### src/rtl/cpu_pkg.sv
// ============================================================================
// Module      : cpu_pkg
// Description : Shared widths, constants and types for the 5-stage pipeline.
// Revision    : 1.0 - initial release
// ============================================================================
`default_nettype none

package cpu_pkg;

    localparam int PC_W    = 12;
    localparam int INSTR_W = 19;
    localparam int DATA_W  = 8;

    localparam logic [INSTR_W-1:0] NOP_INSTR = 19'h0;

    // Source of the next fetch address, in decreasing priority.
    typedef enum logic [1:0] {
        NA_RESET    = 2'd0,
        NA_REDIRECT = 2'd1,
        NA_HOLD     = 2'd2,
        NA_SEQ      = 2'd3
    } next_src_e;

endpackage : cpu_pkg

`default_nettype wire

### src/rtl/stage1_pc_next_logic.sv
// ============================================================================
// Module      : pc_next_logic
// Description : Combinational redirect detection, target selection and
//               next-fetch-address computation for the fetch stage.
// Revision    : 1.0 - initial release
// ============================================================================
`default_nettype none

module pc_next_logic #(
    parameter int PC_W   = cpu_pkg::PC_W,
    parameter int DISP_W = cpu_pkg::DATA_W
) (
    input  logic              i_rst,
    input  logic              i_stall,
    input  logic              i_instr_valid,
    input  logic              i_pc_input_sel,
    input  logic              i_pc_adder_b_sel,
    input  logic [DISP_W-1:0] i_const_disp,
    input  logic [PC_W-1:0]   i_stack_out,
    input  logic [PC_W-1:0]   i_pc_out,
    input  logic [PC_W-1:0]   i_fpc,
    output logic              o_redirect,
    output logic [PC_W-1:0]   o_target,
    output logic [PC_W-1:0]   o_next_addr,
    output logic [PC_W-1:0]   o_stack_in
);

    import cpu_pkg::*;

    logic [PC_W-1:0] w_disp_ext;
    logic [PC_W-1:0] w_branch_tgt;
    next_src_e       w_src;

    assign w_disp_ext   = {{(PC_W-DISP_W){i_const_disp[DISP_W-1]}}, i_const_disp};
    assign w_branch_tgt = i_pc_out + w_disp_ext;

    // Return wins over a relative branch when the controller raises both.
    assign o_target   = i_pc_input_sel ? i_stack_out : w_branch_tgt;
    assign o_redirect = i_instr_valid & ~i_stall & (i_pc_input_sel | i_pc_adder_b_sel);
    assign o_stack_in = i_pc_out + PC_W'(1);

    always_comb begin
        w_src = NA_SEQ;
        if (i_rst) begin
            w_src = NA_RESET;
        end else if (o_redirect) begin
            w_src = NA_REDIRECT;
        end else if (i_stall) begin
            w_src = NA_HOLD;
        end
    end

    always_comb begin
        o_next_addr = i_fpc + PC_W'(1);
        case (w_src)
            NA_RESET:    o_next_addr = '0;
            NA_REDIRECT: o_next_addr = o_target;
            NA_HOLD:     o_next_addr = i_fpc;
            NA_SEQ:      o_next_addr = i_fpc + PC_W'(1);
            default:     o_next_addr = i_fpc + PC_W'(1);
        endcase
    end

endmodule : pc_next_logic

`default_nettype wire

### src/rtl/stage1.sv
// ============================================================================
// Module      : stage1
// Description : Instruction-fetch stage: PC, synchronous ROM addressing and
//               the IF/ID register. Optional counters: STAGE1_PERF_CNT_EN.
// Revision    : 1.0 - initial release
// ============================================================================
`default_nettype none

module stage1 #(
    parameter int PC_W    = cpu_pkg::PC_W,
    parameter int INSTR_W = cpu_pkg::INSTR_W
) (
    input  logic                        clk,
    input  logic                        rst,
    input  logic                        stall,
    input  logic                        flush,
    input  logic                        pcAdderInputBSel,
    input  logic                        pcInputSel,
    input  logic [cpu_pkg::DATA_W-1:0]  const_disp,
    input  logic [PC_W-1:0]             stackOut,
    output logic [PC_W-1:0]             imemAddr,
    input  logic [INSTR_W-1:0]          imemData,
    output logic [INSTR_W-1:0]          instruction,
    output logic                        instrValid,
    output logic [PC_W-1:0]             pcOut,
    output logic [PC_W-1:0]             stackIn
`ifdef STAGE1_PERF_CNT_EN
   ,output logic [15:0]                 fetchCount,
    output logic [15:0]                 bubbleCount
`endif
);

    import cpu_pkg::*;

    logic [PC_W-1:0]    r_fpc;
    logic [INSTR_W-1:0] r_instr;
    logic [PC_W-1:0]    r_pc;
    logic               r_valid;

    logic               w_redirect;
    logic [PC_W-1:0]    w_target;
    logic [PC_W-1:0]    w_next_addr;
    logic [PC_W-1:0]    w_stack_in;

    pc_next_logic #(
        .PC_W   (PC_W),
        .DISP_W (DATA_W)
    ) u_pc_next (
        .i_rst            (rst),
        .i_stall          (stall),
        .i_instr_valid    (r_valid),
        .i_pc_input_sel   (pcInputSel),
        .i_pc_adder_b_sel (pcAdderInputBSel),
        .i_const_disp     (const_disp),
        .i_stack_out      (stackOut),
        .i_pc_out         (r_pc),
        .i_fpc            (r_fpc),
        .o_redirect       (w_redirect),
        .o_target         (w_target),
        .o_next_addr      (w_next_addr),
        .o_stack_in       (w_stack_in)
    );

    assign imemAddr    = w_next_addr;
    assign instruction = r_instr;
    assign instrValid  = r_valid;
    assign pcOut       = r_pc;
    assign stackIn     = w_stack_in;

    // fpc tracks the address the ROM captured, so it always names imemData.
    always_ff @(posedge clk) begin
        if (rst) begin
            r_fpc <= '0;
        end else begin
            r_fpc <= w_next_addr;
        end
    end

    always_ff @(posedge clk) begin
        if (rst) begin
            r_instr <= NOP_INSTR;
            r_pc    <= '0;
            r_valid <= 1'b0;
        end else if (flush) begin
            r_instr <= NOP_INSTR;
            r_valid <= 1'b0;
        end else if (stall) begin
            r_instr <= r_instr;
            r_pc    <= r_pc;
            r_valid <= r_valid;
        end else if (w_redirect) begin
            // The word on imemData is the wrong-path fetch; squash it.
            r_instr <= NOP_INSTR;
            r_valid <= 1'b0;
        end else begin
            r_instr <= imemData;
            r_pc    <= r_fpc;
            r_valid <= 1'b1;
        end
    end

`ifdef STAGE1_PERF_CNT_EN
    logic        w_load_valid;
    logic        w_load_bubble;
    logic [15:0] r_fetch_cnt;
    logic [15:0] r_bubble_cnt;

    assign w_load_valid  = ~flush & ~stall & ~w_redirect;
    assign w_load_bubble = flush | (~stall & w_redirect);

    always_ff @(posedge clk) begin
        if (rst) begin
            r_fetch_cnt  <= '0;
            r_bubble_cnt <= '0;
        end else begin
            if (w_load_valid && (r_fetch_cnt != 16'hFFFF)) begin
                r_fetch_cnt <= r_fetch_cnt + 16'd1;
            end
            if (w_load_bubble && (r_bubble_cnt != 16'hFFFF)) begin
                r_bubble_cnt <= r_bubble_cnt + 16'd1;
            end
        end
    end

    assign fetchCount  = r_fetch_cnt;
    assign bubbleCount = r_bubble_cnt;
`endif

endmodule : stage1

`default_nettype wire

### config.mk
export PLATFORM = sky130hd
export DESIGN_NAME = stage1
export DESIGN_NICKNAME = d
export VERILOG_FILES = /design/src/rtl/cpu_pkg.sv /design/src/rtl/stage1_pc_next_logic.sv /design/src/rtl/stage1.sv
export SDC_FILE = /design/constraint.sdc
export NUM_CORES = 1
export LEC_CHECK = 0
export ABC_AREA = 1
export BUFFER_PORTS_ARGS = -buffer_cell sky130_fd_sc_hd__buf_2
export CAP_MARGIN = 10
export CORE_ASPECT_RATIO = 1.25
export CORE_MARGIN = 2
export CORE_UTILIZATION = 50
export CTS_CLUSTER_SIZE = 16
export DETAILED_ROUTE_END_ITERATION = 6
export HOLD_SLACK_MARGIN = 0.03
export PLACE_DENSITY = 0.85
export SLEW_MARGIN = 20
export SYNTH_ARGS = -nofsm -noshare
export SYNTH_HDL_FRONTEND = slang
export SYNTH_SLANG_ARGS = --single-unit
### constraint.sdc
create_clock -name clk -period 2.25 [get_ports clk]
set_clock_uncertainty 0.15 [all_clocks]
set_input_delay 0.1125 -clock clk [delete_from_list [all_inputs] [get_ports clk]]
set_output_delay 0.1125 -clock clk [all_outputs]
set_load 0.005 [all_outputs]
Yosys cells after proc, flatten, opt, wreduce, memory -nomap -nowiden. Cells that the tools add are included.

Bitwise logic cells: 6. Eq/ne operators: 3. Div/mod/pow operators: 0. Mux-type cells: 7. Multiply operators: 0. $lt $le $gt $ge: 0. Shifts and indexed selects: 0. Reductions and logical operators: 3. Add/subtract/negate cells: 3.

Operators with widths (number): $pmux W12 S4 (1); $add A12 B1 Y12 const B (2); $mux W19 (1); $add A12 B12 Y12 (1); $mux W12 (1); $eq A2 B2 Y1 const B (2); $mux W2 (2); $not A1 Y1 (3); $reduce_and A3 Y1 (1); $and A1 B1 Y1 (2); $eq A2 B1 Y1 const B (1); $logic_not A2 Y1 (1); $mux W1 (2); $reduce_or A2 Y1 (1); $or A1 B1 Y1 (1).

Output and inout port bits: 56. Memories: 0. Register bits after elaboration: 44. Logic and storage cells: 26. Memory bits (read-only): 0. Latch bits: 0. Input port bits: 45. RAM bits: 0.

Longest topological paths before layout. Gate-level depths: netlist of the first run.

Depth after elaboration: 7. Depth in mapped cells: 12. Mapped depth without buffers: 12.

Modules after synthesis. A second synthesis of the first run with hierarchy kept.

Cells, all modules: 498. Area, all modules: 3083.0 um^2.

By module, submodules not included: stage1 (cells an instance 203, times used 1, seq. area each 880.8 um^2, area each 1576.5 um^2); pc_next_logic (cells an instance 295, times used 1, seq. area each 0.0 um^2, area each 1506.4 um^2).

Worst setup path before layout of the first run. No wires, ideal clock.

Kind: reg2out. Start: register r_pc[0], in the netlist pcOut[0]. End: output port imemAddr[8]. Arrival time: 1.713 ns. Buffers on the path: 0. Slack: 0.275 ns. Stages on the path, launching flop included: 12. Required time: 1.987 ns. Cell sequence: dfxtp_1 -> ha_1 -> inv_1 -> fa_1 -> inv_1 -> nand3_1 -> nand3_1 -> nand2_1 -> nand2_1 -> nor2_1 -> o21ai_0 -> nand2_1.

Longest elaborated chain between the ends: 3.

Ends and longest elaborated chain: from (decl) (line stage1.sv:37) `logic [PC_W-1:0] r_pc;`; from (signal assigned) (line stage1.sv:89) `r_pc <= r_pc;`; from (signal assigned) (line stage1.sv:97) `r_pc <= r_fpc;`; $add A12 B12 Y12 (line stage1_pc_next_logic.sv:35) `assign w_branch_tgt = i_pc_out + w_disp_ext;`; $mux W12 (line stage1_pc_next_logic.sv:38) `assign o_target = i_pc_input_sel ? i_stack_out : w_branch_tgt;`; $pmux W12 S4 (line stage1_pc_next_logic.sv:55) `case (w_src)`; to (decl) (line stage1.sv:21) `output logic [PC_W-1:0] imemAddr,`.

No other way between the ends.

Final worst setup path of the first run.
Start: register r_pc[0], in the netlist pcOut[0]. End: output port imemAddr[2].

Same word-level chain as after synthesis.

==> results of run 1 <==
## synth_stat cells, types with 3 or more instances
master and count:
sky130_fd_sc_hd__nand2_1 142, sky130_fd_sc_hd__inv_1 56, sky130_fd_sc_hd__dfxtp_1 44, sky130_fd_sc_hd__nor2_1 42
sky130_fd_sc_hd__a21oi_1 37, sky130_fd_sc_hd__nand3_1 32, sky130_fd_sc_hd__o21ai_0 16, sky130_fd_sc_hd__ha_1 13
sky130_fd_sc_hd__xor2_1 12, sky130_fd_sc_hd__nand4_1 9, sky130_fd_sc_hd__o21ai_1 9, sky130_fd_sc_hd__clkbuf_1 8
sky130_fd_sc_hd__nor3_1 8, sky130_fd_sc_hd__o211ai_1 5, sky130_fd_sc_hd__o221ai_1 4, sky130_fd_sc_hd__buf_2 3
## through the flow
stage,instances,setup TNS [ns]
5_1_grt,654,-0.545
2_1_floorplan,455,0
4_1_cts,652,-0.121
3_5_place_dp,616,0
6_report,654,-0.0252
3_3_place_gp,616,0
## final cells by class
cell class | instances | area share (%)
clock inverters | 2 | 0.369
flip-flops and latches | 44 | 22.1
repair buffers | 141 | 21.6
inverters | 57 | 5.26
clock buffers | 6 | 2.03
well taps | 64 | 1.97
multi-input cells | 340 | 46.7
## power groups by stage
stage	Combinational (mW)	Clock, mW	Sequential, mW
after global placement	0.434	0	0.878
after global routing	0.605	0.585	0.874
after detailed placement	0.444	0	0.881
final	0.549	0.561	0.869
after CTS	0.494	0.558	0.865
after floorplan	0.274	0	0.878
## how the worst max path moves through the flow
stage	cells after the start	from	endpoint	slack (ns)
after floorplan	11	pcOut[0]$_SDFFE_PP0P_	imemAddr[8]	0.27
after global placement	12	pcOut[0]$_SDFFE_PP0P_	imemAddr[8]	0.15
after detailed placement	12	pcOut[0]$_SDFFE_PP0P_	imemAddr[8]	0.06
after CTS	12	pcOut[0]$_SDFFE_PP0P_	imemAddr[6]	-0.06
after global routing	12	pcOut[0]$_SDFFE_PP0P_	imemAddr[8]	-0.12
final	9	pcOut[0]$_SDFFE_PP0P_	imemAddr[2]	-0.02
## registers in the layout, indices dropped and copies added (netlist names)
name         count
instruction     19
pcOut           12
r_fpc           12
instrValid       1
## critical path: cells and delay by family (launching register included)
family	cells	cell delay [ns]
compound gates	1	0.14
xor+xnor	1	0.11
fa+ha+maj	2	0.49
buf+inv	4	0.46
flops	1	0.36
simple gates	1	0.15
## metal layers
metal	global-route usage [%]	wire length, microns
met1	30.8	3560
met2	52.3	4650
met3	6.95	755
met4	11.8	244
met5	0	0
## repair_timing
action                                 CTS  global route
hold buffers                            24             0
pin swaps                               10            19
setup endpoints to repair                9            12
buffers inserted                         4             2
endpoints found under the hold margin   25             0
resized for setup                       19            40
## logic make-up after synthesis
| group | count (synthesis) | share of synthesized area (%) |
|---|---|---|
| compound gates | 74 | 14.1 |
| xor+xnor | 14 | 4.29 |
| fa+ha+maj | 14 | 6.39 |
| buf+inv | 71 | 10.1 |
| flops | 44 | 30.8 |
| simple gates | 238 | 34.2 |
==> impl_summary.log, run 1 <==
[metrics] min cycle time layout: between 2 and 2.5 ns
[metrics] initial antenna violation count: 0
[metrics] number of nets produced by synthesis: between 500 and 600
[metrics] fin util: ~74%
[metrics] die width: about 72 microns
[metrics] endpoint of the worst hold-timing path: r_fpc[0]$_SDFF_PP0_
[metrics] pre-CTS setup slack: between 0.06 and 0.07 ns
[metrics] number of distinct library cells after synthesis: 27
[metrics] Clock Pin Slew Worst Setup and Hold Paths: roughly 0.09 ns
[metrics] final max-slew violation count: 0
[metrics] startpoint of the most critical hold path: pcInputSel
[metrics] failing checks: setup timing
[metrics] htree depth: 2
[metrics] leakage power: about 2.1 nW
[metrics] CP Cell Sequence: ha_4 > inv_2 > fa_2 > buf_4 > buf_4 > xnor2_1 > nor2_1 > o221ai_1 > buf_2
[metrics] number of flops mapped to enable cells by yosys: 0
[metrics] net switching power: approximately 650 uW
[metrics] total number of nets in the final design: around 650
[metrics] global router's overall resource usage: 28.3%
[metrics] post-route cell area: a little over 0.004 sq mm
[metrics] fraction of final layout cells sized beyond drive strength 1: 29.5%
[metrics] post-detailed-route count of antenna-violating nets: 0
[metrics] Detailed Route WL: a little over 9000 microns
[metrics] share of synthesized registers carrying an async set or reset: 0%
[metrics] cell types occupying the most area after synthesis: sky130_fd_sc_hd__dfxtp_1, sky130_fd_sc_hd__nand2_1, sky130_fd_sc_hd__inv_1
[metrics] die span in y: between 80 and 90 microns
[metrics] total DRC errors in the routed layout: 0
[metrics] total power: about 2.0 mW
[metrics] Synth Flop Type: sky130_fd_sc_hd__dfxtp_1
[metrics] number of stages on the worst hold path: 5
[metrics] sum of overflow across all layers after global routing: 0
[metrics] wire length of the first global-routing pass: approximately 14,000 microns
[metrics] # clock sinks: 44
[metrics] Clock Tree Root: sky130_fd_sc_hd__clkbuf_8
[metrics] # IOs: roughly 100
[metrics] Setup CP Type: flop to output port
[metrics] worst flop-to-flop path startpoint: pcOut[9]$_SDFFE_PP0P_
[metrics] Least-Margin Pin Slew: 0.638 ns
[metrics] fin worst setup slack: -0.0238 ns
[metrics] r2r setup slk: between 0.2 and 0.3 ns
[metrics] routed len/inst: ~14 microns
[metrics] Max stage delay on crit path: roughly 0.36 ns
[metrics] proportion of synthesized chip area in sequential cells: a little under a third
[metrics] element type at the critical path start: flop
[metrics] Clk pwr share: about 28%
[metrics] share of total power in sequential cells: a little over two fifths
[metrics] number of global-route vias before repair: approximately 3,400
[metrics] fmax: 440 MHz
[metrics] proportion of netlist area held by the largest area contributor: 30.8%
[metrics] unrepaired setup endpoints after global routing: yes
[metrics] Clock Latency Late Sink: around 0.31 ns
[metrics] Crit Reg-Reg Endpoint: r_fpc[10]$_SDFF_PP0_
[metrics] Iteration-0 DRC Markers: 166
[metrics] fraction of the cycle the final worst path needs: 101%
[metrics] Initial Util: a little over half
[metrics] path depth of the worst reg2reg path: 11
[metrics] leading cell types in the layout, fill and taps excluded: sky130_fd_sc_hd__nand2_1, sky130_fd_sc_hd__buf_2, sky130_fd_sc_hd__inv_1, sky130_fd_sc_hd__nor2_1
[metrics] switch share: 33.1%
[metrics] number of setup violations in the final report: 2
[metrics] multi-input combinational cell area: 0.00190 sq mm
[metrics] total inserted antenna cells: 0
[metrics] Critical Path Slowest Stage Cell: sky130_fd_sc_hd__dfxtp_2
[metrics] average size of a mapped cell: approximately 6.3 sq um
[metrics] Vias/cell: around 5.3
[metrics] maxcap violations: 0
[metrics] Filler cells: 408
[metrics] worst-case vdd ir drop: 393 uV
[metrics] Sequential Area: 897 sq um
[metrics] count of buffers inserted at the top-level ports: 100
[metrics] Placer Congestion: between 0.9 and 1
[metrics] area of the core: roughly 0.0055 sq mm
[metrics] Layout Area Growth over Synthesis: 42.3%
[metrics] number of flip-flops and latches in the synthesized netlist: 44
[metrics] DP Wirelength: ~6300 microns
[metrics] leading cell type in the layout, fill and taps excluded: sky130_fd_sc_hd__nand2_1
[metrics] min-delay worst type: input port to flop
[metrics] area of the die: between 0.006 and 0.007 sq mm
[metrics] Cell Int Power: between 1 and 1.5 mW
[metrics] placed cell areas: ~0.0034 sq mm
[metrics] Crit. End Element: output port
[metrics] worst endpoint data arrival time: approximately 2.0 ns
[metrics] critical path's most frequent cell: sky130_fd_sc_hd__buf_4
[metrics] cell type contributing the most total cell area after synthesis: sky130_fd_sc_hd__dfxtp_1
[metrics] Yosys Warn Count: 0
[metrics] Relative slew margins: 57.4%
[metrics] cts bufs inserted: 5
[metrics] worst-path maximum fanout: 2
[metrics] result of the run: finished, violations left
[metrics] Max Buffers Root-to-Sink: 2
[metrics] num rows: 30
[metrics] netlist area before placement: roughly 0.0029 sq mm
[metrics] worst slack on hold paths: approximately 0.044 ns
[metrics] detailed-routing iteration count for the pre-antenna-repair pass: 5
[metrics] part of the power in combinational logic: 27.7%
[metrics] Critical Path RT: 1.99 ns
[metrics] power density of the placed cells: ~500 mW/mm^2
[metrics] TritonCTS clock tree: built
[metrics] maximum number of pins on one net before global-route repair: 25
[metrics] routed vias: about 3,500
[metrics] Final Hold Violating Endpoints: 0
[metrics] gate count of the mapped netlist: between 400 and 500
Note: power is estimated with default switching activity, not from simulation.
==> inputs of run 2 (changes only) <==
--- a/config.mk
+++ b/config.mk
@@ -5,12 +5,11 @@
 export SDC_FILE = /design/constraint.sdc
 export NUM_CORES = 1
 export LEC_CHECK = 0
-export ABC_AREA = 1
 export BUFFER_PORTS_ARGS = -buffer_cell sky130_fd_sc_hd__buf_2
 export CAP_MARGIN = 10
 export CORE_ASPECT_RATIO = 1.25
 export CORE_MARGIN = 2
-export CORE_UTILIZATION = 50
+export CORE_UTILIZATION = 49
 export CTS_CLUSTER_SIZE = 16
 export DETAILED_ROUTE_END_ITERATION = 6
 export HOLD_SLACK_MARGIN = 0.03
==> run 2 against run 1 <==
The flow still finishes with violations (setup timing). Critical path type unchanged. Critical endpoint is now imemAddr[10]. Highest routed layer unchanged. Critical path depth is 2 higher. Non-clock buffer count is 8 higher. Wire length is 0.35% lower.
==> impl_summary.log, run 2 <==
[metrics] result of the run: finished, violations left
[metrics] failing checks: setup timing
[metrics] maximum number of pins on one net before global-route repair: 29 (+16%)
[metrics] TritonCTS clock tree: built
[metrics] share of synthesized registers carrying an async set or reset: 0% (unchanged)
[metrics] total inserted antenna cells: 0 (unchanged)
[metrics] pre-CTS setup slack: 0.0352 ns (-0.0285 ns)
[metrics] final max-slew violation count: 0 (unchanged)
[metrics] Critical Path RT: 1.99 ns (about the same)
[metrics] Final Hold Violating Endpoints: 0 (unchanged)
[metrics] Synth Flop Type: sky130_fd_sc_hd__dfxtp_1
[metrics] Vias/cell: 5.92 (+12%)
[metrics] Setup CP Type: flop to output port
[metrics] unrepaired setup endpoints after global routing: yes
[metrics] number of setup violations in the final report: 10 (+8)
[metrics] post-detailed-route count of antenna-violating nets: 0 (unchanged)
[metrics] Clock Tree Root: sky130_fd_sc_hd__clkbuf_8
[metrics] fmax: 389 MHz (-12%)
[metrics] die span in y: 86.4 microns (-2.5%)
[metrics] post-route insts no fill: 544 (-17%)
[metrics] netlist area before placement: 0.00266 sq mm (-7.0%)
[metrics] initial antenna violation count: 0 (unchanged)
[metrics] proportion of netlist area held by the largest area contributor: 33.1% (+2.3 points)
[metrics] Post-synth top cells: sky130_fd_sc_hd__dfxtp_1, sky130_fd_sc_hd__nand2_1, sky130_fd_sc_hd__nor2_1, sky130_fd_sc_hd__a21oi_1, sky130_fd_sc_hd__o21ai_0
[metrics] met3 layer usage reported by global route: 7.09% (+0.15 points)
[metrics] count of buffers inserted at the top-level ports: 100 (unchanged)
[metrics] total number of nets in the final design: 538 (-17%)
[metrics] Max Buffers Root-to-Sink: 2 (unchanged)
[metrics] Crit Reg-Reg Endpoint: r_fpc[10]$_SDFF_PP0_
[metrics] fraction of final layout cells sized beyond drive strength 1: 34.6% (+5.1 points)
[metrics] Iteration-0 DRC Markers: 283 (+70%)
[metrics] power density of the placed cells: 468 mW/mm^2 (-3.9%)
[metrics] Placer Congestion: 0.926 (+1.0%)
[metrics] # clock sinks: 44 (unchanged)
[metrics] number of distinct library cells after synthesis: 45 (+67%)
[metrics] proportion of synthesized chip area in sequential cells: 33.1% (+2.3 points)
[metrics] number of nets produced by synthesis: 399 (-22%)
[metrics] htree depth: 2 (unchanged)
[metrics] die width: 69.9 microns (-2.4%)
[metrics] total DRC errors in the routed layout: 0 (unchanged)
[metrics] min cycle time layout: 2.57 ns (+0.298 ns)
[metrics] r2r setup slk: 0.05 ns (-0.21 ns)
[metrics] num rows: 30 (unchanged)
[metrics] area of the die: 0.00603 sq mm (-4.8%)
[metrics] wire length of the first global-routing pass: 13,900 microns (-3.3%)
[metrics] number of flops mapped to enable cells by yosys: 0 (unchanged)
[metrics] Least-Margin Pin Slew: 0.751 ns (+0.113 ns)
[metrics] path depth of the worst reg2reg path: 11 (unchanged)
[metrics] grt met2 use: 52.4% (+0.11 points)
[metrics] Relative slew margins: 49.9% (-7.5 points)
[metrics] Detailed Route WL: 9180 microns (-0.35%)
[metrics] routed vias: 3,220 (-6.7%)
[metrics] Crit. End Element: output port
[metrics] cell types occupying the most area after synthesis: sky130_fd_sc_hd__dfxtp_1, sky130_fd_sc_hd__nand2_1, sky130_fd_sc_hd__ha_1
[metrics] cts bufs inserted: 5 (unchanged)
[metrics] number of global-route vias before repair: 3,074 (-8.5%)
[metrics] Initial Util: 49.9% (-2.3 points)
[metrics] routed len/inst: 16.9 microns (+20%)
[metrics] leakage power: 1.79 nW (-13%)
[metrics] cell type contributing the most total cell area after synthesis: sky130_fd_sc_hd__dfxtp_1
[metrics] critical path endpoint: imemAddr[10]
[metrics] Clock Latency Late Sink: 0.31 ns (about the same)
[metrics] worst endpoint data arrival time: 2.31 ns (+0.30 ns)
[metrics] min-delay worst type: input port to flop
[metrics] # IOs: 101 (unchanged)
[metrics] worst-case vdd ir drop: 359 uV (-8.6%)
[metrics] worst-path maximum fanout: 3 (+1)
[metrics] global router's overall resource usage: 28.6% (+0.26 points)
[metrics] fraction of the cycle the final worst path needs: 114% (+13 points)
[metrics] worst flop-to-flop path startpoint: pcOut[0]$_SDFFE_PP0P_
[metrics] GR Layer Usage met1: 31.2% (+0.40 points)
[metrics] leading cell types in the layout, fill and taps excluded: sky130_fd_sc_hd__buf_2, sky130_fd_sc_hd__nand2_1, sky130_fd_sc_hd__dfxtp_1, sky130_fd_sc_hd__nor2_1, sky130_fd_sc_hd__a21oi_1
[metrics] element type at the critical path start: flop
[metrics] DP Wirelength: 5820 microns (-7.8%)
[metrics] flip-flop count of the largest register, all copies and words added: 19 (unchanged)
[metrics] area of the core: 0.00533 sq mm (-2.7%)
[metrics] gate count of the mapped netlist: 340 (-25%)
[metrics] sum of overflow across all layers after global routing: 0 (unchanged)
[metrics] startpoint of the most critical setup path: pcOut[0]$_SDFFE_PP0P_
[metrics] Clock Pin Slew Worst Setup and Hold Paths: 0.08 ns (about the same)
[metrics] number of flip-flops and latches in the synthesized netlist: 44 (unchanged)
[metrics] maxcap violations: 0 (unchanged)
[metrics] detailed-routing iteration count for the pre-antenna-repair pass: 5 (unchanged)
[metrics] leading cell type in the layout, fill and taps excluded: sky130_fd_sc_hd__buf_2
[metrics] Cell Count Post-Placement: 506 (-18%)
[metrics] average size of a mapped cell: 7.82 sq um (+25%)
[metrics] Layout Area Growth over Synthesis: 46.2%
[metrics] GRT Max-Usage Layer: met2
[metrics] Yosys Warn Count: 0 (unchanged)
[metrics] fin worst setup slack: -0.322 ns (-0.298 ns)
[run 2: power by group]
| part | internal (mW) | switching [mW] | leakage (nW) | total (mW) |
|---|---|---|---|---|
| Combinational | 0.162 | 0.171 | 1.37 | 0.333 |
| Clock | 0.364 | 0.296 | 0.0614 | 0.660 |
| Sequential | 0.801 | 0.0245 | 0.359 | 0.825 |
[run 2: worst min path at each step]
stage / start / to / slack (ns) / cells after the start
global placement: imemData[14] / instruction[14]$_SDFFE_PP0N_ / 0.19 / 3
floorplan: imemData[0] / instruction[0]$_SDFFE_PP0N_ / 0.11 / 2
finish: stackOut[1] / r_fpc[1]$_SDFF_PP0_ / 0.12 / 5
global route: stackOut[1] / r_fpc[1]$_SDFF_PP0_ / 0.13 / 5
CTS: stackOut[1] / r_fpc[1]$_SDFF_PP0_ / 0.12 / 5
detailed placement: imemData[2] / instruction[2]$_SDFFE_PP0N_ / 0.21 / 3
[run 2: final cells by class]
type | instances | area [sq um]
Timing Repair Buffer | 149 | 937
Fill cell | 397 | 1440
Clock inverter | 2 | 38.8
Sequential cell | 44 | 885
Inverter | 8 | 30.0
Clock buffer | 6 | 82.6
Multi-Input combinational cell | 271 | 1830
Tap cell | 64 | 80.1
[run 2: metrics by stage]
step	hold WS [ns]	area (sq um)	setup TNS (ns)	util (%)	power, mW
2_1_floorplan	0.107	2660	0	-	0.990
3_3_place_gp	0.192	3300	0	61.9	1.09
3_5_place_dp	0.208	3300	0	61.9	1.10
4_1_cts	0.118	3750	-1.48	70.4	1.79
5_1_grt	0.133	3890	-2.67	72.9	1.91
6_report	0.124	3890	-1.69	72.9	1.82
[run 2: routing by layer]
layer | vias up | share of wire (%)
met5 | - | 0
met4 | 0 | 4.3
met3 | 39 | 7.8
met2 | 178 | 50
met1 | 1504 | 37
li1 | 1499 | -
[run 2: cells by family after synthesis]
| logic type | after synthesis | share of synthesized area [%] |
|---|---|---|
| muxes | 3 | 1.13 |
| and+or+nand+nor | 128 | 21.7 |
| adders and majority gates | 14 | 6.87 |
| AOI/OAI and AO/OA | 103 | 25.3 |
| xor gates and xnor gates | 23 | 7.58 |
| DFF | 44 | 33.1 |
| buffers and inverters | 25 | 4.28 |
[run 2: worst max-delay path: stages (launching register included)]
cell and delay [ns]:
sky130_fd_sc_hd__dfxtp_2 0.34, sky130_fd_sc_hd__ha_4 0.16, sky130_fd_sc_hd__inv_2 0.05, sky130_fd_sc_hd__fa_2 0.21, sky130_fd_sc_hd__inv_2 0.03, sky130_fd_sc_hd__a21o_2 0.20, sky130_fd_sc_hd__a211oi_2 0.23, sky130_fd_sc_hd__buf_4 0.18
sky130_fd_sc_hd__a31oi_4 0.09, sky130_fd_sc_hd__xnor2_2 0.23, sky130_fd_sc_hd__o22ai_1 0.12, sky130_fd_sc_hd__buf_2 0.15
[run 2: what timing repair did]
action | in CTS | in global routing
hold endpoints to repair | 23 | 0
setup buffers | 4 | 6
pin swaps | 9 | 20
hold buffers | 23 | 0
gates resized for setup | 18 | 25
endpoints found under the setup margin | 10 | 12
